## src/rtl/pc_unit.sv

```systemverilog
// pc_unit: fetch program counter with trap/redirect/halt control; optional return-address stack under PC_RAS_EN.
module pc_unit #(
  parameter int              XLEN         = 32,
  parameter logic [XLEN-1:0] RESET_VECTOR = '0,
  parameter logic [XLEN-1:0] TRAP_VECTOR  = 'h100,
  parameter int              INC          = 4,
  parameter int              RAS_DEPTH    = 4
) (
  input  logic            clk,
  input  logic            rst,
  input  logic            write_enable,
  input  logic            redirect_valid,
  input  logic [XLEN-1:0] redirect_target,
  input  logic            trap_req,
  input  logic            halt_req,
  input  logic            resume,
`ifdef PC_RAS_EN
  input  logic            call_push,
  input  logic            ret_pop,
  output logic            ras_underflow,
`endif
  output logic [XLEN-1:0] pc_out,
  output logic [XLEN-1:0] pc_next,
  output logic            pc_valid,
  output logic            misaligned,
  output logic [1:0]      state
);
`ifdef PC_RAS_EN
  localparam bit RAS_EN = 1'b1;
`else
  localparam bit RAS_EN = 1'b0;
`endif
  localparam logic [XLEN-1:0] INC_V = XLEN'(INC);
  localparam logic [XLEN-1:0] MASK  = XLEN'(INC - 1);
  if (INC < 1 || (INC & (INC - 1)) != 0) begin : g_inc_chk
    $error("INC must be a power of two");
  end
  if (RAS_EN && RAS_DEPTH < 2) begin : g_ras_chk
    $error("RAS_DEPTH must be at least 2");
  end
  typedef enum logic [1:0] {BOOT = 2'b00, RUN = 2'b01, HALT = 2'b10, BAD = 2'b11} state_t;
  state_t          state_q, nxt_st;
  logic [XLEN-1:0] pc_q, nxt_pc, pc_inc, tgt_pc;
  logic            mis_q, nxt_mis, tgt_bad;
`ifdef PC_RAS_EN
  localparam int PW = $clog2(RAS_DEPTH);
  localparam int CW = $clog2(RAS_DEPTH + 1);
  logic [XLEN-1:0] ras [RAS_DEPTH];
  logic [PW-1:0]   top, top_inc, top_dec;
  logic [CW-1:0]   cnt;
  logic            run_seq, push, pop_ok, uf_d, uf_q;
  assign run_seq = state_q == RUN && !trap_req && !redirect_valid;
  assign push    = run_seq && call_push;
  assign pop_ok  = run_seq && ret_pop && cnt != '0;
  assign uf_d    = run_seq && ret_pop && cnt == '0;
  assign top_inc = top == PW'(RAS_DEPTH - 1) ? '0 : top + 1'b1;
  assign top_dec = top == '0 ? PW'(RAS_DEPTH - 1) : top - 1'b1;
  assign ras_underflow = uf_q;
  // Push+pop in one cycle swaps the top entry in place so depth is unchanged.
  always_ff @(posedge clk) begin
    if (rst) begin
      top  <= '0;
      cnt  <= '0;
      uf_q <= 1'b0;
    end else begin
      uf_q <= uf_d;
      if (push && pop_ok) begin
        ras[top] <= pc_inc;
      end else if (push) begin
        ras[top_inc] <= pc_inc;
        top          <= top_inc;
        cnt          <= cnt == CW'(RAS_DEPTH) ? cnt : cnt + 1'b1;
      end else if (pop_ok) begin
        top <= top_dec;
        cnt <= cnt - 1'b1;
      end
    end
  end
`endif
  always_comb begin
    pc_inc  = pc_q + INC_V;
    tgt_bad = |(redirect_target & MASK);
    tgt_pc  = tgt_bad ? TRAP_VECTOR : redirect_target;
    nxt_pc  = pc_q;
    nxt_st  = state_q;
    nxt_mis = 1'b0;
    case (state_q)
      BOOT: begin
        nxt_pc = RESET_VECTOR;
        nxt_st = RUN;
      end
      RUN: begin
        if (trap_req) begin
          nxt_pc = TRAP_VECTOR;
        end else if (redirect_valid) begin
          nxt_pc  = tgt_pc;
          nxt_mis = tgt_bad;
          nxt_st  = halt_req ? HALT : RUN;
        end
`ifdef PC_RAS_EN
        else if (pop_ok) begin
          nxt_pc = ras[top];
          nxt_st = halt_req ? HALT : RUN;
        end
`endif
        else if (halt_req) begin
          nxt_st = HALT;
        end else if (write_enable) begin
          nxt_pc = pc_inc;
        end
      end
      HALT: begin
        if (trap_req) begin
          nxt_pc = TRAP_VECTOR;
          nxt_st = RUN;
        end else begin
          nxt_pc  = redirect_valid ? tgt_pc : pc_q;
          nxt_mis = redirect_valid && tgt_bad;
          nxt_st  = resume ? RUN : HALT;
        end
      end
      default: begin
        nxt_pc = RESET_VECTOR;
        nxt_st = BOOT;
      end
    endcase
  end
  always_ff @(posedge clk) begin
    if (rst) begin
      pc_q    <= RESET_VECTOR;
      state_q <= BOOT;
      mis_q   <= 1'b0;
    end else begin
      pc_q    <= nxt_pc;
      state_q <= nxt_st;
      mis_q   <= nxt_mis;
    end
  end
  assign pc_out     = pc_q;
  assign pc_next    = nxt_pc;
  assign pc_valid   = state_q == RUN;
  assign misaligned = mis_q;
  assign state      = state_q;
endmodule

```

## config.mk

```make
export PLATFORM = sky130hd
export DESIGN_NAME = pc_unit
export DESIGN_NICKNAME = d
export VERILOG_FILES = /design/src/rtl/pc_unit.sv
export SDC_FILE = /design/constraint.sdc
export NUM_CORES = 1
export LEC_CHECK = 0
export CAP_MARGIN = 20
export CORE_ASPECT_RATIO = 0.5
export CORE_UTILIZATION = 48
export CTS_CLUSTER_DIAMETER = 150
export CTS_CLUSTER_SIZE = 20
export DETAILED_ROUTE_END_ITERATION = 8
export GPL_TIMING_DRIVEN = 0
export HOLD_SLACK_MARGIN = 0.02
export PLACE_DENSITY = 0.86
export SETUP_SLACK_MARGIN = 0.05
export SLEW_MARGIN = 20
export SYNTH_ARGS = -nofsm -noshare
export SYNTH_HDL_FRONTEND = slang
export SYNTH_SLANG_ARGS = --single-unit
```

## constraint.sdc

```tcl
create_clock -name clk -period 5.3 [get_ports clk]
set_input_delay 1.06 -clock clk [delete_from_list [all_inputs] [get_ports clk]]
set_output_delay 1.06 -clock clk [all_outputs]
set_load 0.02 [all_outputs]
```

# Word level (Yosys, flattened, before mapping)
# Cells that the tools add are included.
dict set report totals {
  out_inout_bits 68
  register_bits 35
}
dict set report op_classes {
  mux 19
  n_reduce_logical 4
  eq_ne 4
  addsub 1
}
# op count
set op_table {}
lappend op_table {{$mux 32} 7}
lappend op_table {{$pmux 32 s2} 1}
lappend op_table {{$add 32x3->32 const B} 1}
lappend op_table {{$mux 2} 6}
lappend op_table {{$pmux 2 s3} 1}
lappend op_table {{$mux 1} 3}
lappend op_table {{$ne 3x3->1 const B} 1}
lappend op_table {{$eq 2x1->1 const B} 1}
lappend op_table {{$eq 2x2->1 const B} 1}
lappend op_table {{$logic_not 2->1} 1}
lappend op_table {{$ne 2x2->1 const B} 1}
lappend op_table {{$pmux 1 s2} 1}
lappend op_table {{$reduce_and 2->1} 1}
lappend op_table {{$reduce_or 2->1} 1}
lappend op_table {{$logic_and 1x1->1} 1}

# Depth between registers and ports, before layout
dict set report logic_depth {
  ltp_word 6
  depth_mapped 8
  depth_no_buf 7
}

# Least setup slack after synthesis
# OpenSTA, ideal clock, no wires.
dict set report synth_path {
  kind {input-to-output}
  from {in halt_req}
  to {out pc_next[19]}
  required_time_ns 4.240
  path_slack_ns 1.551
  cell_stages 6
  arrival_time_ns 2.689
  cell_sequence {and3b_1 buf_2 nand4_1 or4_1 and3_1 a211oi_1}
}
dict set report synth_between {
  elab_chain_len 4
}
# item line
set synth_rtl {}
lappend synth_rtl {{from (decl)} 15} ;# input logic halt_req,
lappend synth_rtl {{$mux 32} 106} ;# else if (halt_req) begin
lappend synth_rtl {{$mux 32} 95} ;# end else if (redirect_valid) begin
lappend synth_rtl {{$mux 32} 93} ;# if (trap_req) begin
lappend synth_rtl {{$pmux 32 s2} 87} ;# case (state_q)
lappend synth_rtl {{to (decl)} 23} ;# output logic [XLEN-1:0] pc_next,
# No other way between the ends.

# Worst setup path in the final report
# Same ends and word-level chain as after synthesis.

==> results.yml <==
sta:
  slew_headroom: 0.477
  post-route-worst-setup-slack_ps: 427
  clock.fmax_mhz: 205
  final-setup-viol-count: 0
  fin_skew_ps: 4.03
  finalHoldViolCount: 0
  period_share: 0.919
  drv_slew: 0
  setup_tns_ps: 0
  worst_pin_slew_ps: 784
  layout_min_cycle_time_ps: 4870
  rsz0062_at_grt: "no"
finish:
  final_area_sq_um: 3910
  fill_cells: 405
  diodes: 0
  drive_gt1_frac: 0.0704
  nNetsFinal: 527
  synthToLayoutAreaGrowth_pct: 45.2
clocking:
  clock-sinks: 35
  cts_resized: 0
  path_clk_slew_ps: 70
  clock_latency_ps: 300
  cts_buffer_depth: 2
  postCtsSetupBuffers: 0
  tritoncts: "done"
  postCtsHoldBufs: 0
  cts_made_buffers: 5
  cts_max_level: 2
  cts_root_buf: "clkbuf_8"
worst_setup_path:
  cp.arrival_ps: 3810
  critPathRequiredTime_ps: 4240
  cp_max_fo: 10
  criticalPathCategory: "in -> out"
  crit_path_end_kind: "primary output"
  crit_path_start_kind: "input port"
synthesis:
  netlist_area_sq_um: 2690
  synth_top_area_cell: "dfxtp_1"
  synth_nets: 416
  yosys-top-cells-area: "dfxtp_1 (26%), nor2_1 (8.5%), a21oi_1 (5.0%), nand4_1 (4.0%), nor3_1 (3.9%)"
  syn_avg_cell_area_sq_um: 7.23
  yosys.area.top_type_share: 0.260
  synth-seq-cells: 35
  ys_async_sr_fraction: 0
  yosys.cell_count.top_type: "nor2_1"
  synth.distinct_cells: 64
  netlist_top_cells_count: "nor2_1 (61), dfxtp_1 (35), a21oi_1 (27), nand2_1 (26), nor3_1 (21)"
  synth_flop_cell: "dfxtp_1"
  synth_enable_flop_cells: 0
  synth_cells: 372
  yosys_warnings: 0
  synth-seq-area-share: 0.260
die:
  initial_core_util: 0.522
  die-area_sq_um: 5930
  io-pin-count: 107
  rows: 18
  core_sq_um: 5160
  dieWidth_um: 108
  die_h_um: 54.9
global_routing:
  grt_pass1_wl_mm: 16.4
  antenna_found_initial: 0
  overflow: 0
  grt_pass1_vias: 3210
  grt_start_max_net_pins: 11
  grt_use_total: 0.380
detailed_routing:
  drt_pass1_iterations: 5
  vias_per_cell: 6.45
  avgRoutedWirePerCell_um: 20.0
  postRouteAntennaNets: 0
  via_count: 3569
  drc: 0
  drt-total-wl_mm: 11.1
  drt_iter0_drc: 396
placed_design:
  dp_hpwl_mm: 8.30
  pre_cts_ws_ps: 490
  placedInstanceArea_sq_um: 3820
  io_buffers: 104
  routabilityCongestion: 1.01
hold_path:
  hold_class: "reg -> reg"
run_status:
  status: "complete, no violations"
pwr:
  leakagePower_nw: 1.23
  ir_worst_vdd_uv: 184
  power_w: 0.000770
  powerDensity_nw_per_um2: 197
run:
  cap_violations: 0
==> metrics by stage <==
stage                      util  cells  hold WS, ps
after floorplan               -    372          691
after global placement    0.740    546          589
after detailed placement  0.740    546          604
after CTS                 0.757    553          618
after global routing      0.757    553          636
final                     0.757    553          620
==> flip-flops by register name, summed over array words and instances, names as in the netlist <==
name        count
misaligned      1
pc_out         32
state           2
==> metal layers <==
| metal | part of all wire | vias to the layer above | GRT usage |
|---|---|---|---|
| li1 | - | 1627 | - |
| met1 | 0.42 | 1670 | 0.500 |
| met2 | 0.42 | 242 | 0.588 |
| met3 | 0.13 | 30 | 0.116 |
| met4 | 0.022 | 0 | 0.158 |
| met5 | 0 | - | 0 |
==> path summary, 6_finish.rpt <==
| check | slack [ps] | from | endpoint | cells past startpoint |
|---|---|---|---|---|
| min | 620 | pc_out[1]$_SDFF_PP0_ | pc_out[1]$_SDFF_PP0_ | 2 |
| min reg2reg | 620 | pc_out[1]$_SDFF_PP0_ | pc_out[1]$_SDFF_PP0_ | 2 |
| max reg2reg | 2800 | state[1]$_SDFFE_PP0P_ | pc_out[2]$_SDFF_PP0_ | 7 |
| max | 430 | halt_req | pc_next[19] | 8 |
==> cell usage in the layout (no fill, tap or decap), drive strengths merged, types with 10 or more instances in the layout <==
| cell | n |
|---|---|
| a211oi | 11 |
| clkdlybuf4s50 | 104 |
| clkbuf | 23 |
| and3 | 12 |
| nand4 | 17 |
| nor2 | 61 |
| nand3 | 10 |
| nor4 | 10 |
| nor3 | 21 |
| dfxtp | 35 |
| a21oi | 27 |
| nand2 | 26 |
==> cell type report <==
cell class	count	area (sq um)	area share
Buffer	25	100	0.0256
Clock buffer	6	82.6	0.0211
Clock inverter	1	5.00	0.00128
Inverter	7	26.3	0.00673
Multi-Input combinational cell	305	1860	0.477
Sequential cell	35	701	0.179
Tap cell	70	87.6	0.0224
Timing Repair Buffer	104	1040	0.266
==> cells by family (layout without fill, tap and decap cells) <==
family / count (synthesis) / count (layout) / share of synthesized area
and+or+nand+nor: 203 / 203 / 0.407
AOI/OAI and AO/OA: 94 / 94 / 0.249
DFF: 35 / 35 / 0.260
buffers and inverters: 32 / 143 / 0.0470
adders and majority gates: 5 / 5 / 0.0233
muxes: 3 / 3 / 0.0126
==> power by group <==
group / total, W / internal, W / switching, W
logic: 0.000276 / 0.000103 / 0.000172
registers: 0.000283 / 0.000271 / 0.0000122
clock network: 0.000211 / 0.000102 / 0.000109
total: 0.000770 / 0.000477 / 0.000294
==> worst max-delay path, cell delays in order <==
cell             delay, ps
clkdlybuf4s50_1        520
and3b_1                250
buf_2                  220
nand4_1                220
or4_1                  440
and3_1                 210
a211oi_1               240
clkdlybuf4s50_1        650
Note: power is estimated with default switching activity, not from simulation.
